$ cat src/rtl/ping_pong_display_driver.sv
// Four-digit, common-anode, time-multiplexed 7-segment driver for the ping-pong counter.
// Right two digits show the value in decimal; left two show a direction/pause glyph.
module ping_pong_display_driver #(
  parameter int SCAN_BITS = 17
) (
  input  logic       clk,
  input  logic       rst_n,
  input  logic [3:0] value,
  input  logic       direction,
  input  logic       enable,
  output logic [3:0] an,
  output logic [6:0] seg,
  output logic       dp
);

  typedef enum logic [1:0] {D0 = 2'd0, D1 = 2'd1, D2 = 2'd2, D3 = 2'd3} state_t;

  localparam logic [6:0] SEG_BLANK = 7'b1111111;
  localparam logic [6:0] SEG_UP    = 7'b0011100;
  localparam logic [6:0] SEG_DOWN  = 7'b1100010;
  localparam logic [6:0] SEG_DASH  = 7'b1111110;

  logic [SCAN_BITS-1:0] scan_cnt_q, scan_cnt_d;
  state_t               state_q, state_d;
  logic [3:0]           snap_val_q, snap_val_d;
  logic                 snap_dir_q, snap_dir_d;
  logic                 snap_en_q, snap_en_d;
  logic                 scan_wrap;
  logic                 tens;
  logic [3:0]           ones;

  function automatic logic [6:0] digit_seg(input logic [3:0] d);
    case (d)
      4'd0:    digit_seg = 7'b0000001;
      4'd1:    digit_seg = 7'b1001111;
      4'd2:    digit_seg = 7'b0010010;
      4'd3:    digit_seg = 7'b0000110;
      4'd4:    digit_seg = 7'b1001100;
      4'd5:    digit_seg = 7'b0100100;
      4'd6:    digit_seg = 7'b0100000;
      4'd7:    digit_seg = 7'b0001111;
      4'd8:    digit_seg = 7'b0000000;
      4'd9:    digit_seg = 7'b0000100;
      default: digit_seg = SEG_BLANK;
    endcase
  endfunction

  always_ff @(posedge clk or negedge rst_n) begin
    if (!rst_n) begin
      scan_cnt_q <= '0;
      state_q    <= D0;
      snap_val_q <= 4'd0;
      snap_dir_q <= 1'b1;
      snap_en_q  <= 1'b1;
    end else begin
      scan_cnt_q <= scan_cnt_d;
      state_q    <= state_d;
      snap_val_q <= snap_val_d;
      snap_dir_q <= snap_dir_d;
      snap_en_q  <= snap_en_d;
    end
  end

  // Inputs are sampled only when the scan wraps back to the rightmost digit,
  // so a whole frame is always drawn from one consistent snapshot.
  always_comb begin
    scan_wrap  = &scan_cnt_q;
    scan_cnt_d = scan_cnt_q + {{(SCAN_BITS-1){1'b0}}, 1'b1};
    state_d    = state_q;
    snap_val_d = snap_val_q;
    snap_dir_d = snap_dir_q;
    snap_en_d  = snap_en_q;
    if (scan_wrap) begin
      state_d = state_t'(state_q + 2'd1);
      if (state_q == D3) begin
        snap_val_d = value;
        snap_dir_d = direction;
        snap_en_d  = enable;
      end
    end
  end

  always_comb begin
    tens = (snap_val_q >= 4'd10);
    ones = tens ? (snap_val_q - 4'd10) : snap_val_q;
    an   = 4'b1111;
    seg  = SEG_BLANK;
    dp   = 1'b1;
    case (state_q)
      D0: begin
        an  = 4'b1110;
        seg = digit_seg(ones);
      end
      D1: begin
        an  = 4'b1101;
        seg = tens ? digit_seg(4'd1) : SEG_BLANK;
      end
      D2: begin
        an  = 4'b1011;
        seg = !snap_en_q ? SEG_DASH : (snap_dir_q ? SEG_UP : SEG_DOWN);
      end
      D3: begin
        an  = 4'b0111;
        seg = !snap_en_q ? SEG_DASH : (snap_dir_q ? SEG_UP : SEG_DOWN);
      end
      default: begin
        an  = 4'b1110;
        seg = SEG_BLANK;
      end
    endcase
  end

endmodule

$ cat config.mk
export PLATFORM = sky130hd
export DESIGN_NAME = ping_pong_display_driver
export DESIGN_NICKNAME = d
export VERILOG_FILES = /design/src/rtl/ping_pong_display_driver.sv
export SDC_FILE = /design/constraint.sdc
export NUM_CORES = 1
export LEC_CHECK = 0
export BUFFER_PORTS_ARGS = -buffer_cell sky130_fd_sc_hd__buf_2
export CAP_MARGIN = 20
export CORE_MARGIN = 5
export CORE_UTILIZATION = 45
export CTS_CLUSTER_SIZE = 16
export DETAILED_ROUTE_END_ITERATION = 16
export PLACE_DENSITY = 0.63
export SYNTH_ARGS = -nofsm -noshare
export SYNTH_HDL_FRONTEND = slang
export SYNTH_SLANG_ARGS = --single-unit
$ cat constraint.sdc
create_clock -name clk -period 2.3 [get_ports clk]
set_input_delay 0.575 -clock clk [delete_from_list [all_inputs] [get_ports clk]]
set_output_delay 0.575 -clock clk [all_outputs]
set_load 0.03 [all_outputs]
==> results.py <==
metrics = {
    "outcome": {
        "status": "complete, but fails checks",
        "violations": "negative setup slack",
    },
    "setup_path": {
        "r2r-start": "scan_cnt_q[0]",
        "crit_buf_inv": 2,
        "reg2reg_depth": 7,
        "rrSetupSlack_ns": 0.62,
        "arrival_ns": 2.09,
        "r2r-end": "state_q[0]",
        "cp_slowest_cell": "dfrtp_1",
        "worstPathCellList": "inv_4 -> mux2i_4 -> ha_4 -> nor2b_4 -> nor3_2 -> o21ai_1 -> a32oi_2 -> buf_6",
        "cp-start-kind": "flop",
        "crit_type": "reg -> out",
        "critPathCaptureType": "output pin",
        "crit_fanout": 2,
        "crit_family": "flip-flops",
        "crit_required_ns": 1.73,
        "max_stage_delay_ns": 0.43,
    },
    "detailed_routing": {
        "vias_per_cell": 5.14,
        "wl_per_cell_um": 13.6,
        "via_count": 1274,
        "wl_met2_um": 1850,
        "first_pass_iters": 4,
        "ant_nets": 0,
        "dr_wl_met3_um": 61,
        "drt_iter0_drc": 68,
        "drt_wl_total_um": 3390,
        "highest_layer": "met4",
        "wirelength_met1_um": 1420,
        "drc": 0,
    },
    "sta": {
        "tightest_slew_ns": 0.537,
        "fin_crit_sh": 1.16,
        "holdWs_ns": 0.218,
        "drv_slew": 0,
        "setup_viol": 7,
        "worst_slack_ns": -0.364,
        "rsz0062_at_grt": "yes",
        "fin_setup_tns_ns": -1.89,
        "max_freq_mhz": 375,
        "hold_viol": 0,
        "relSlewSlack": 0.642,
        "clock_skew_ns": 0.00417,
        "fin_crit_ns": 2.66,
    },
    "clock_network": {
        "clockBufferDepth": 2,
        "cts_sinks": 25,
        "ctsHoldBuffers": 0,
        "cts_tree": "yes",
        "htreeDepth": 1,
        "root_buffer": "clkbuf_4",
        "clock_latency_ns": 0.31,
        "cts_made_buffers": 3,
        "cts.clk_slew.worst_paths_ns": 0.13,
    },
    "final_layout": {
        "fin_area_mm2": 0.00207,
        "fin_nets": 224,
        "mostFrequentLayoutCells": "buf_4 (24), dfrtp_1 (22), nand2_1 (14)",
        "drive_gt1_frac": 0.386,
        "area_growth_pct": 34.0,
        "final_common_cell": "buf_4",
        "diodes": 0,
    },
    "yosys": {
        "synthDistinctLibCells": 39,
        "yosysTopAreaCell": "dfrtp_1",
        "synth_area_mm2": 0.00155,
        "yosysSeqAreaShare": 0.406,
        "syn-instance-count": 162,
        "synth-seq-cells": 25,
        "synth_top_area_share": 0.372,
        "syn_nets": 183,
        "yosysWarnings": 0,
        "synth_area_leaders": "dfrtp_1 (37%), ha_1 (11%), xnor2_1 (5.7%)",
        "syn_area_per_cell_um2": 9.54,
    },
    "power": {
        "p_leak_uw": 0.000956,
        "sw_frac_of_total": 0.285,
        "p_int_uw": 625,
        "ir_worst_vdd_v": 0.000365,
        "powerDensity_mw_per_mm2": 422,
        "power_frac_clock": 0.220,
        "p_seq_frac": 0.517,
        "power_switching_uw": 249,
        "p_total_uw": 874,
        "power_frac_comb": 0.263,
    },
    "placed_design": {
        "hpwl_um": 2410,
        "post_dp_cell_area_mm2": 0.00183,
        "numPortBuffers": 18,
        "post-place-ws_ns": -0.117,
        "gp_congestion": 0.796,
    },
    "flow_run": {
        "maxCapViolCount": 0,
    },
    "floorplanning": {
        "die_area_mm2": 0.00471,
        "die_w_um": 68.6,
        "row_count": 21,
        "start_util": 0.463,
        "ios": 20,
        "coreArea_mm2": 0.00334,
        "die_height_um": 68.6,
    },
    "global_route": {
        "grt-ovfl-total": 0,
        "antenna_found_initial": 0,
        "grt_pass1_wl_um": 5380,
        "grt_start_max_net_pins": 26,
        "grt.total_usage": 0.148,
        "grt_pass1_vias": 1255,
    },
    "worst_hold_path": {
        "hp-class": "in -> async",
    },
}
==> worst reg2reg max path: cells and delay by family, from the launching register on <==
family	cells	cell delay, ns
and+or+nand+nor	4	0.64
adders and majority gates	2	0.42
DFF	1	0.41
xor gates and xnor gates	1	0.15
==> cell families (layout without fill, tap and decap cells) <==
kind of cell               Yosys count  count (layout)  synth area share
xor gates and xnor gates            15              15            0.0850
muxes                                7               7            0.0502
AOI/OAI and AO/OA                   29              29             0.120
adders and majority gates           13              13             0.105
buffers and inverters               21              61            0.0543
and+or+nand+nor                     51              51             0.177
DFF                                 25              25             0.406
other                                1               1           0.00243
==> metal layers <==
layer  track usage  vias up
met4        0.0521        0
li1              -      638
met1         0.171      613
met2         0.282       17
met3       0.00972        6
met5             0        -
==> synthesized netlist by cell type <==
master     instances
and2_1             1
o211ai_1           1
and4_4             1
a22oi_1            1
a31oi_1            4
inv_1             14
mux2i_1            1
o41ai_1            1
nor2_4             1
and4_2             1
nor2_1             8
o2bb2ai_1          1
a21o_1             1
nor3_1             4
a21oi_1            7
buf_2              1
a32oi_1            2
nand4_1            3
dfrtp_1           23
nand3b_1           1
nand2b_1           2
o21a_1             1
mux2_2             6
a211oi_1           1
ha_1              13
clkbuf_1           5
a311o_1            1
nand3_4            1
buf_4              1
conb_1             1
and3_1             3
nand2_1           15
nand3_1            8
o21ai_0            6
xor2_1             5
xnor2_1           10
nor2b_1            2
o22ai_1            2
dfstp_2            2
==> power by group through the flow <==
stage	logic (uW)	clock network (uW)	registers, uW
after floorplan	115	0	459
after global placement	166	0	459
after detailed placement	170	0	459
after CTS	199	201	451
after global routing	247	216	453
final	230	192	452
==> worst max-delay path by stage <==
stage | start | to | cells after the start
after global routing | snap_val_q[1] | seg[5] | 8
final | snap_val_q[1] | seg[5] | 8
after detailed placement | snap_val_q[2] | seg[3] | 8
after global placement | snap_val_q[1] | seg[5] | 8
after floorplan | snap_val_q[1] | seg[5] | 8
after CTS | snap_val_q[1] | seg[5] | 8
==> metrics by stage <==
step / util / std cells
2_1_floorplan: - / 162
3_3_place_gp: 0.549 / 235
3_5_place_dp: 0.549 / 235
4_1_cts: 0.584 / 242
5_1_grt: 0.621 / 248
6_report: 0.621 / 248
==> registers in the layout, indices dropped and copies added (netlist names) <==
register / count
state_q: 2
snap_val_q: 4
snap_en_q: 1
scan_cnt_q: 17
snap_dir_q: 1
==> area by class of cell <==
cell class	instances	area, um^2
fill	291	1270
timing repair buffer	43	325
clock buffer	4	26.3
tap	46	57.6
inverter	14	55.1
sequential	25	629
multi-input combinational	116	977
==> what timing repair did <==
| action | in CTS | in global routing |
|---|---|---|
| gates resized for setup | 17 | 15 |
| endpoints found under the setup margin | 7 | 7 |
| setup buffers | 3 | 7 |
| pin swaps | 4 | 8 |
(Power assumes the default switching activity.)
